===== src/rtl/prco_mem_arbiter.sv =====
// rtl/prco_mem_arbiter.sv - single-port memory arbiter between instruction fetch and data accesses
module prco_mem_arbiter #(
  parameter int STARVE_LIMIT = 4
) (
  input  logic        i_clk,
  input  logic        i_reset,
  input  logic        i_fetch_req,
  input  logic [15:0] i_fetch_addr,
  input  logic        i_flush,
  input  logic        i_data_req,
  input  logic        i_data_we,
  input  logic [15:0] i_data_addr,
  input  logic [15:0] i_data_wdata,
  output logic        q_fetch_gnt,
  output logic        q_data_gnt,
  output logic        q_fetch_valid,
  output logic        q_data_valid,
  output logic [15:0] q_fetch_data,
  output logic [15:0] q_data_rdata,
  output logic        q_mem_en,
  output logic        q_mem_we,
  output logic [15:0] q_mem_addr,
  output logic [15:0] q_mem_dina,
  input  logic [15:0] i_mem_douta,
  output logic        q_busy
);

  localparam logic [1:0] S_IDLE  = 2'd0;
  localparam logic [1:0] S_ISSUE = 2'd1;
  localparam logic [1:0] S_WAIT  = 2'd2;
  localparam logic [1:0] S_DONE  = 2'd3;

  // One extra bit so the counter can reach STARVE_LIMIT without wrapping.
  localparam int CW = $clog2(STARVE_LIMIT + 1) + 1;
  localparam logic [CW-1:0] LIMIT = CW'(STARVE_LIMIT);

  logic [1:0]    state_q, state_d;
  logic [15:0]   addr_q, addr_d;
  logic          we_q, we_d;
  logic [15:0]   wdata_q, wdata_d;
  logic          id_q, id_d;          // 1 = data access, 0 = fetch access
  logic          flush_q, flush_d;    // sticky: fetch response discarded
  logic [CW-1:0] starve_q, starve_d;
  logic [15:0]   fetch_data_q, fetch_data_d;
  logic [15:0]   data_rdata_q, data_rdata_d;

  logic pick_fetch;
  logic in_issue;
  logic in_done;

  assign in_issue = (state_q == S_ISSUE);
  assign in_done  = (state_q == S_DONE);

  // Fetch wins only when data is idle or data has already had its limit of grants.
  assign pick_fetch = i_fetch_req && (!i_data_req || (starve_q >= LIMIT));

  // Next-state, request latching and read-data capture.
  always_comb begin
    state_d      = state_q;
    addr_d       = addr_q;
    we_d         = we_q;
    wdata_d      = wdata_q;
    id_d         = id_q;
    flush_d      = flush_q;
    fetch_data_d = fetch_data_q;
    data_rdata_d = data_rdata_q;
    case (state_q)
      S_IDLE: begin
        flush_d = 1'b0;
        if (i_fetch_req || i_data_req) begin
          state_d = S_ISSUE;
          id_d    = !pick_fetch;
          if (pick_fetch) begin
            addr_d  = i_fetch_addr;
            we_d    = 1'b0;
            wdata_d = 16'h0000;
          end else begin
            addr_d  = i_data_addr;
            we_d    = i_data_we;
            wdata_d = i_data_wdata;
          end
        end
      end
      S_ISSUE: begin
        flush_d = flush_q | i_flush;
        state_d = we_q ? S_DONE : S_WAIT;
      end
      S_WAIT: begin
        flush_d = flush_q | i_flush;
        state_d = S_DONE;
        if (id_q) begin
          data_rdata_d = i_mem_douta;
        end else if (!flush_q && !i_flush) begin
          fetch_data_d = i_mem_douta;
        end
      end
      default: begin
        state_d = S_IDLE;
      end
    endcase
  end

  // Starvation counter: counts data grants while fetch waits, saturating at the limit.
  always_comb begin
    starve_d = starve_q;
    if (!i_fetch_req) begin
      starve_d = '0;
    end else if (in_issue && !id_q) begin
      starve_d = '0;
    end else if (in_issue && id_q && (starve_q < LIMIT)) begin
      starve_d = starve_q + 1'b1;
    end
  end

  // State registers with synchronous reset.
  always_ff @(posedge i_clk) begin
    if (i_reset) begin
      state_q      <= S_IDLE;
      addr_q       <= '0;
      we_q         <= 1'b0;
      wdata_q      <= '0;
      id_q         <= 1'b0;
      flush_q      <= 1'b0;
      starve_q     <= '0;
      fetch_data_q <= '0;
      data_rdata_q <= '0;
    end else begin
      state_q      <= state_d;
      addr_q       <= addr_d;
      we_q         <= we_d;
      wdata_q      <= wdata_d;
      id_q         <= id_d;
      flush_q      <= flush_d;
      starve_q     <= starve_d;
      fetch_data_q <= fetch_data_d;
      data_rdata_q <= data_rdata_d;
    end
  end

  // Memory port and handshake outputs are pure state decodes; a flush seen in
  // the DONE cycle itself still suppresses the fetch completion.
  assign q_mem_en      = in_issue;
  assign q_mem_we      = in_issue & we_q;
  assign q_mem_addr    = in_issue ? addr_q : 16'h0000;
  assign q_mem_dina    = in_issue ? wdata_q : 16'h0000;
  assign q_fetch_gnt   = in_issue & ~id_q;
  assign q_data_gnt    = in_issue & id_q;
  assign q_fetch_valid = in_done & ~id_q & ~flush_q & ~i_flush;
  assign q_data_valid  = in_done & id_q;
  assign q_fetch_data  = fetch_data_q;
  assign q_data_rdata  = data_rdata_q;
  assign q_busy        = (state_q != S_IDLE);

endmodule


===== config.mk =====
export PLATFORM = sky130hd
export DESIGN_NAME = prco_mem_arbiter
export DESIGN_NICKNAME = d
export VERILOG_FILES = /design/src/rtl/prco_mem_arbiter.sv
export SDC_FILE = /design/constraint.sdc
export NUM_CORES = 1
export LEC_CHECK = 0
export ABC_CLOCK_PERIOD_IN_PS = 1900
export CAP_MARGIN = 20
export CORE_AREA = 2 2 100 102
export CTS_BUF_LIST = sky130_fd_sc_hd__clkbuf_8
export DETAILED_ROUTE_END_ITERATION = 10
export DIE_AREA = 0 0 102 104
export DONT_BUFFER_PORTS = 1
export PLACE_DENSITY = 0.57
export REMOVE_ABC_BUFFERS = 1
export SYNTH_ARGS = -nofsm -noshare
export SYNTH_HDL_FRONTEND = slang
export SYNTH_SLANG_ARGS = --single-unit

===== constraint.sdc =====
create_clock -name i_clk -period 1.9 [get_ports i_clk]
set_input_delay 0.57 -clock i_clk [delete_from_list [all_inputs] [get_ports i_clk]]
set_output_delay 0.57 -clock i_clk [all_outputs]
set_load 0.01 [all_outputs]

---- Word level (Yosys, flattened, before mapping) ----
Index checks and enable logic that the tools add are counted.
W data, S select, Z words.
word-level totals
  flip-flop bits (word level) ............. 73
  input port bits ......................... 70
operators by class
  magnitude comparators ................... 2
  equal/unequal tests ..................... 4
  bitwise operators ....................... 12
  reduce and logical (&&, ||, !) cells .... 20
  multiplexer cells ....................... 9
  add/subtract/negate cells ............... 1
operators with widths
  kind                   number
  $mux W16               4
  $and A1 B1 Y1          7
  $pmux W2 S3            1
  $logic_and A1 B1 Y1    5
  $logic_not A1 Y1       5
  $add A4 B1 Y4 const B  1
  $eq A2 B2 Y1 const B   2
  $ge A4 B3 Y1 const B   1
  $lt A4 B3 Y1 const B   1
  $not A1 Y1             4
  $reduce_and A2 Y1      2
  $reduce_bool A2 Y1     2
  $reduce_and A3 Y1      1
  $reduce_or A3 Y1       1
  $eq A2 B1 Y1 const B   1
  $logic_not A2 Y1       1
  $logic_or A1 B1 Y1     2
  $mux W1                2
  $mux W2                1
  $ne A2 B2 Y1 const B   1
  $pmux W1 S2            1
  $reduce_or A2 Y1       1
  $or A1 B1 Y1           1

---- Logic depth before layout (Yosys ltp) ----
Gate-level depths: netlist of run 1.
  word-level depth ........................ 4
  mapped depth ............................ 7

---- Worst setup path after synthesis of run 1 ----
Ideal clock, no wire load.
  path type ............................... flip-flop to output port
  start point ............................. register state_q[1]
  end point ............................... output q_mem_addr[0]
  arrival time ............................ 1.224 ns
  buffers on the path ..................... 2
  cell stages (with the launch flop) ...... 6
  required time ........................... 1.330 ns
  slack ................................... 0.106 ns
  cells stage by stage .................... dfxtp_1 > inv_1 > ha_1 > clkbuf_1 > clkbuf_1 > and2_1
between the ends
  longest elaborated chain between the ends .. 2
RTL lines
  element                   line  RTL
  start: declaration        37    logic [1:0] state_q, state_d;
  start signal: assignment  128   state_q <= state_d;
  $eq A2 B1 Y1              51    assign in_issue = (state_q == S_ISSUE);
  via q_mem_en              20    output logic q_mem_en,
  $mux W16                  144   assign q_mem_addr = in_issue ? addr_q : 16'h0000;
  end: declaration          22    output logic [15:0] q_mem_addr,
The timed path passes the listed nets, and every way through them passes these cells.

---- Worst setup path after layout of run 1 ----
  start point ............................. register state_q[1]
  end point ............................... output q_fetch_gnt
between the ends
  longest elaborated chain between the ends .. 2
RTL lines
  element           line  RTL
  $eq A2 B1 Y1      51
  $and A1 B1 Y1     146   assign q_fetch_gnt = in_issue & ~id_q;
  end: declaration  14    output logic q_fetch_gnt,
Every way passes these cells.

==> parameters.txt, run 1 <==
Parameter                              Value

Run status
  Run status    finished clean

Floorplanning
  Horiz. Die Dim    102 µm
  Placeable core area    9549 µm²
  Die ar.    10,610 µm²
  Y dimension of the die    104 µm
  Initial standard-cell utilization of the core    0.3381
  Number of placement rows    36
  Top Ports    141

Logic synthesis
  Yosys Warn Count    0
  Mapped Cells    396
  Synth top area cells    sky130_fd_sc_hd__dfxtp_1 (45%), sky130_fd_sc_hd__nand2_1 (9.7%), sky130_fd_sc_hd__a21oi_1 (8.1%), sky130_fd_sc_hd__and2_1 (6.4%), sky130_fd_sc_hd__a311oi_1 (4.3%)
  Flip-flop and latch count after synthesis    73
  Top cell type's share of synthesized area    0.4527
  Cell type with the largest total area after synthesis    sky130_fd_sc_hd__dfxtp_1
  Synthesized cell area    3228 µm²
  Number of distinct standard cells referenced by the synthesized netlist    35
  Mean Syn Cell Area    8.152 µm²
  Portion of the post-synthesis area used by sequential elements    0.4527

Timing
  Setup total negative slack    0 ns
  Finish-stage setup viols    0
  Transition at the pin with the smallest max-transition slack    0.7722 ns
  Fraction of the cycle the final worst path needs    0.9833
  Worst clock skew on the final layout    0.01252 ns
  Min cycle time layout    1.868 ns
  Worst Hold Margin    0.2873 ns
  Setup repair after global routing missed its margin    yes
  Number of max-slew violations in the final report    0
  Worst slew margin relative to its limit    0.4851
  Endpoints failing hold    0
  Max Freq    535.3 MHz

Setup path
  Req. time, crit path    1.33 ns
  Crit start category    flip-flop
  Crit-path max FO    24
  Kind of end point of the critical path    primary output
  Critical path class    flip-flop to primary output
  Data arrival time at the worst-slack endpoint    1.30 ns

Hold path
  Hold crit path type    primary input to flip-flop

Route
  Vias per cell    5.162
  DR iter-0 viols    101
  Detailed-router iteration count before antenna repair    4
  Post-detailed-route count of antenna-violating nets    0
  Count of vias placed by the detailed router    2,679
  Routed metal-1 wire length    3343 µm
  Highest layer used for signal routing    met4
  Average wire length per cell after detail routing    15.68 µm
  Detailed Route WL    8140 µm
  Final routed DRC violation total    0
  Total length of routed met3 wires    1023 µm
  Total met2 wirelength after detailed routing    3674 µm

Clocking
  CTS clk-pin slew, worst paths    0.08 ns
  Cell chosen for the clock root    sky130_fd_sc_hd__clkbuf_8
  Clock latency reported for the late side of the worst-skew pair    0.34 ns
  TritonCTS clock tree    done
  CTS Buf Count    9
  Maximum level of the CTS H-tree    3
  Max clock buf depth    2
  TritonCTS sink count    73
  Cts hold-fix bufs    0

Power and ir drop
  Share of total power in the clock network    0.288
  Switching part of the total power    0.3332
  Leakage power figure    0.001216 µW
  Net switching power    1541 µW
  Internal Pwr Total    3084 µW
  Total power per unit cell area    1289 nW/µm²
  Proportion of power drawn by combinational gates    0.282
  Sequential power share    0.429
  Maximum VDD drop    0.5194 mV

Global routing
  Largest net degree at the start of global routing    71
  Total grt overflow    0
  Number of global-route vias before repair    2,594
  Initial antenna violation count    0
  Global-route usage over all layers    0.1518
  Wire length of the first global-routing pass    12,810 µm

Finish
  Area added between synthesis and finish    11.12%
  Number of diodes    0
  Final layout net count    456
  Layout cell share with drive strength beyond 1    0.1373

Place
  Placer Congestion    0.6990
  Placed wire-length estimate    5657 µm
  IO buf count    0

Job
  Max-Cap Viols    0
[layer usage]
layer | track usage | up-vias
met5 | 0 | -
met4 | 0.05143 | 0
met3 | 0.06855 | 8
met2 | 0.2448 | 129
met1 | 0.1772 | 1223
li1 | - | 1319
[cell usage after synthesis]
| library cell | n |
|---|---|
| sky130_fd_sc_hd__ha_1 | 5 |
| sky130_fd_sc_hd__a311oi_2 | 1 |
| sky130_fd_sc_hd__or4b_4 | 1 |
| sky130_fd_sc_hd__o21a_1 | 1 |
| sky130_fd_sc_hd__clkbuf_1 | 22 |
| sky130_fd_sc_hd__o211ai_1 | 17 |
| sky130_fd_sc_hd__nor3b_1 | 1 |
| sky130_fd_sc_hd__o21ai_0 | 15 |
| sky130_fd_sc_hd__a21oi_1 | 52 |
| sky130_fd_sc_hd__dfxtp_1 | 73 |
| sky130_fd_sc_hd__a211oi_1 | 1 |
| sky130_fd_sc_hd__buf_1 | 1 |
| sky130_fd_sc_hd__clkbuf_2 | 1 |
| sky130_fd_sc_hd__nand2_1 | 83 |
| sky130_fd_sc_hd__and2_1 | 33 |
| sky130_fd_sc_hd__buf_6 | 4 |
| sky130_fd_sc_hd__or3_1 | 2 |
| sky130_fd_sc_hd__nand3_1 | 16 |
| sky130_fd_sc_hd__or3b_1 | 1 |
| sky130_fd_sc_hd__and2b_2 | 1 |
| sky130_fd_sc_hd__and4bb_2 | 1 |
| sky130_fd_sc_hd__nor3_1 | 1 |
| sky130_fd_sc_hd__and2_2 | 3 |
| sky130_fd_sc_hd__nor4_1 | 1 |
| sky130_fd_sc_hd__a311oi_1 | 16 |
| sky130_fd_sc_hd__xnor2_1 | 1 |
| sky130_fd_sc_hd__nor4b_4 | 1 |
| sky130_fd_sc_hd__o21ai_1 | 1 |
| sky130_fd_sc_hd__buf_8 | 1 |
| sky130_fd_sc_hd__inv_1 | 6 |
| sky130_fd_sc_hd__nor3b_4 | 1 |
| sky130_fd_sc_hd__o21ai_2 | 1 |
| sky130_fd_sc_hd__buf_2 | 6 |
| sky130_fd_sc_hd__mux2i_1 | 2 |
| sky130_fd_sc_hd__nor2_1 | 23 |
[cell families after synthesis]
kind of cell,count (synthesis),synth area share
fa+ha+maj,5,0.01938
compound gates,105,0.2004
xor+xnor,1,0.002714
flops,73,0.4527
mux,2,0.006202
simple gates,169,0.2554
buf+inv,41,0.06317
[placed cells by master (no fill, tap or decap), drive strengths merged]
cell and count:
nand2 83, dfxtp 73, a21oi 52, and2 36, nor2 23, o211ai 17, a311oi 17, o21ai 17
nand3 16, clkbuf 10, buf 9, inv 7, ha 5, clkinv 3, or3 2, mux2i 2
bufinv 2, nor3b 2, and2b 1, nor4 1, o21a 1, or3b 1, a211oi 1, and4bb 1
xnor2 1, nor4b 1, or4b 1, nor3 1
[path summary, 6_finish.rpt]
check	from	end	slack, ns	cells past startpoint
worst max-delay path	state_q[1]$_SDFFE_PP0P_	q_fetch_gnt	0.03	4
worst min-delay path	i_reset	wdata_q[10]$_SDFFE_PP0P_	0.29	1
worst max register to register	state_q[0]$_SDFFE_PP0P_	addr_q[5]$_SDFFE_PP0P_	0.26	6
worst min register to register	wdata_q[12]$_SDFFE_PP0P_	wdata_q[12]$_SDFFE_PP0P_	0.45	2
[flip-flops by register name, summed over array words and instances, names as in the netlist]
signal	flops
we_q	1
state_q	2
id_q	1
starve_q	4
q_fetch_data	16
flush_q	1
addr_q	16
q_data_rdata	16
wdata_q	16
[stage by stage]
stage | std cells | util | area, µm² | worst slack (ns) | power [µW]
finish | 519 | 0.3757 | 3587 | 0.03181 | 4625
global route | 519 | 0.3757 | 3587 | -0.05342 | 4965
CTS | 519 | 0.3724 | 3556 | -0.009545 | 4684
detailed placement | 502 | 0.3442 | 3287 | 0.1857 | 3235
global placement | 502 | 0.3442 | 3287 | 0.2463 | 3207
floorplan | 361 | - | 3047 | -0.08783 | 2853
[power by group through the flow]
stage | sequential [µW] | clock, µW | combinational (µW)
after detailed placement | 2000 | 0 | 1230
after CTS | 1990 | 1390 | 1310
final | 1990 | 1330 | 1310
after floorplan | 1950 | 0 | 900
after global routing | 2020 | 1460 | 1480
after global placement | 2000 | 0 | 1210
[what timing repair did]
| action | CTS | global route |
|---|---|---|
| buffers inserted | 1 | 0 |
| resized for setup | 13 | 11 |
| endpoints found under the setup margin | 36 | 34 |
| pin swaps | 1 | 0 |
[critical path: stages (launching register included)]
cell and delay, ns:
sky130_fd_sc_hd__dfxtp_2 0.36, sky130_fd_sc_hd__inv_2 0.06, sky130_fd_sc_hd__ha_4 0.16, sky130_fd_sc_hd__buf_12 0.15, sky130_fd_sc_hd__and2b_2 0.23
[cell type report]
cell class / instances / area (µm²)
clock buffers: 10 / 137.6
clock inverters: 6 / 82.58
repair buffers: 9 / 96.34
multi-input cells: 282 / 1615
inverters: 6 / 22.52
well taps: 133 / 166.4
fillers: 1006 / 5962
flip-flops and latches: 73 / 1466
No activity file was read; power rests on OpenSTA's default activity.
==> run 2: changes to the inputs <==
- CELL_PAD_IN_SITES_DETAIL_PLACEMENT: not set -> 1
- CELL_PAD_IN_SITES_GLOBAL_PLACEMENT: not set -> 2
- PLACE_DENSITY: 0.57 -> 0.87
==> parameters.txt, run 2 (same netlist as run 1, synthesis figures left out) <==
Parameter                              Value

Clocking
  TritonCTS clock tree    done
  Maximum level of the CTS H-tree    3
  Cell chosen for the clock root    sky130_fd_sc_hd__clkbuf_8
  CTS clk-pin slew, worst paths    0.08 ns
  Max clock buf depth    2
  Clock latency reported for the late side of the worst-skew pair    0.34 ns
  TritonCTS sink count    73
  Cts hold-fix bufs    0
  CTS Buf Count    9

Power and ir drop
  Sequential power share    0.414
  Maximum VDD drop    0.4908 mV
  Power after layout    4834 µW
  Switching part of the total power    0.3434
  Net switching power    1660 µW
  Leakage power figure    0.001227 µW
  Total power per unit cell area    1329 nW/µm²
  Internal Pwr Total    3174 µW
  Share of total power in the clock network    0.291
  Proportion of power drawn by combinational gates    0.296

Hold path
  Hold crit path type    primary input to flip-flop
  Hold path depth    1

Setup path
  Critical path class    flip-flop to primary output
  Data arrival time at the worst-slack endpoint    1.35 ns
  Path depth of the worst reg2reg path    6
  Kind of end point of the critical path    primary output
  Req. time, crit path    1.33 ns
  Crit-path max FO    18
  Crit start category    flip-flop

Place
  Placed cell area    3312 µm²
  Placed wire-length estimate    6057 µm
  Placer Congestion    0.6981
  Number of placed instances, taps included    502
  IO buf count    0

Route
  Detailed Route WL    9557 µm
  Average wire length per cell after detail routing    18.41 µm
  Post-detailed-route count of antenna-violating nets    0
  Final routed DRC violation total    0
  DR iter-0 viols    57
  Vias per cell    5.291
  Count of vias placed by the detailed router    2,746
  Detailed-router iteration count before antenna repair    4

Floorplanning
  Die ar.    10,610 µm²
  Number of placement rows    36
  Top Ports    141
  Y dimension of the die    104 µm
  Initial standard-cell utilization of the core    0.3381
  Placeable core area    9549 µm²
  Horiz. Die Dim    102 µm

Global routing
  Largest net degree at the start of global routing    71
  Initial antenna violation count    0
  Total grt overflow    0
  Number of global-route vias before repair    2,981
  Global-route usage over all layers    0.1783
  Wire length of the first global-routing pass    14,900 µm

Finish
  Non-Filler Instances    519
  Most frequent cells in the layout    sky130_fd_sc_hd__nand2_1 (83), sky130_fd_sc_hd__dfxtp_1 (71), sky130_fd_sc_hd__a21oi_1 (52)
  Final-layout fill cell count    1,161
  Commonest non-fill, non-tap cell in the layout    sky130_fd_sc_hd__nand2_1
  Layout cell share with drive strength beyond 1    0.1477
  Area added between synthesis and finish    12.64%
  Number of diodes    0
  Final layout net count    456
  Post-Layout Inst Area    3636 µm²

Timing
  Worst clock skew on the final layout    0.01221 ns
  Max Freq    519.7 MHz
  Number of max-slew violations in the final report    0
  Endpoints failing hold    0
  Fraction of the cycle the final worst path needs    1.013
  Worst slew margin relative to its limit    0.4924
  Fin worst setup slack    -0.02414 ns
  Min cycle time layout    1.924 ns
  Worst Hold Margin    0.2944 ns
  Setup repair after global routing missed its margin    yes
  Finish-stage setup viols    7
  Transition at the pin with the smallest max-transition slack    0.7614 ns

Run status
  Run status    finished, violations left
  Failing checks    negative setup slack

Job
  Max-Cap Viols    0
-- run 2: changes by cell type in the layout (fill, tap and decap cells not counted), sizes merged --
cell / previous run / this run
clkbuf: 10 / 11
clkinv: 3 / 0
clkinvlp: 0 / 2
-- run 2: cell type report --
cell class                 instances  area, µm²  share of cell area
tap                              133      166.4             0.04577
sequential                        73       1466              0.4033
clock inverter                     5      78.83             0.02168
clock buffer                      11      151.4             0.04164
inverter                           6      22.52            0.006194
multi-input combinational        282       1625              0.4470
timing repair buffer               9      125.1             0.03441
-- run 2: critical path, cell delays in order (launching register included) --
cell                      delay, ns
sky130_fd_sc_hd__dfxtp_2       0.37
sky130_fd_sc_hd__inv_2         0.06
sky130_fd_sc_hd__ha_4          0.19
sky130_fd_sc_hd__buf_16        0.16
sky130_fd_sc_hd__and2b_2       0.23
-- run 2: through the flow --
stage               TNS (ns)  worst slack (ns)  utilization
floorplan             -1.769          -0.08783            -
global placement           0            0.2432       0.3468
detailed placement         0            0.1785       0.3468
CTS                   -1.347          -0.06103       0.3780
global route          -2.261          -0.09411       0.3808
finish               -0.1098          -0.02414       0.3808
-- run 2: power by group through the flow --
stage	registers [µW]	clock network (µW)	logic [µW]
6_report	2000	1400	1430
5_1_grt	2040	1530	1610
4_1_cts	2000	1460	1440
3_5_place_dp	2010	0	1310
3_3_place_gp	2000	0	1260
2_1_floorplan	1950	0	900
-- run 2: final timing paths --
path	start	to	slack [ns]
max	state_q[1]$_SDFFE_PP0P_	q_fetch_gnt	-0.02
min	i_reset	wdata_q[14]$_SDFFE_PP0P_	0.29
max reg2reg	state_q[0]$_SDFFE_PP0P_	addr_q[11]$_SDFFE_PP0P_	0.23
min reg2reg	wdata_q[12]$_SDFFE_PP0P_	wdata_q[12]$_SDFFE_PP0P_	0.45
-- run 2: timing repair --
| action | in CTS | in global routing |
|---|---|---|
| pin swaps | 1 | 0 |
| gates resized for setup | 16 | 9 |
| setup buffers | 0 | 0 |
| setup endpoints to repair | 36 | 37 |
| cloned | 1 | 0 |
-- run 2: metal layers --
layer,part of all wire,global-route usage
met4,0.012,0.05429
met2,0.47,0.3031
met1,0.41,0.2034
met5,0,0
met3,0.11,0.06989
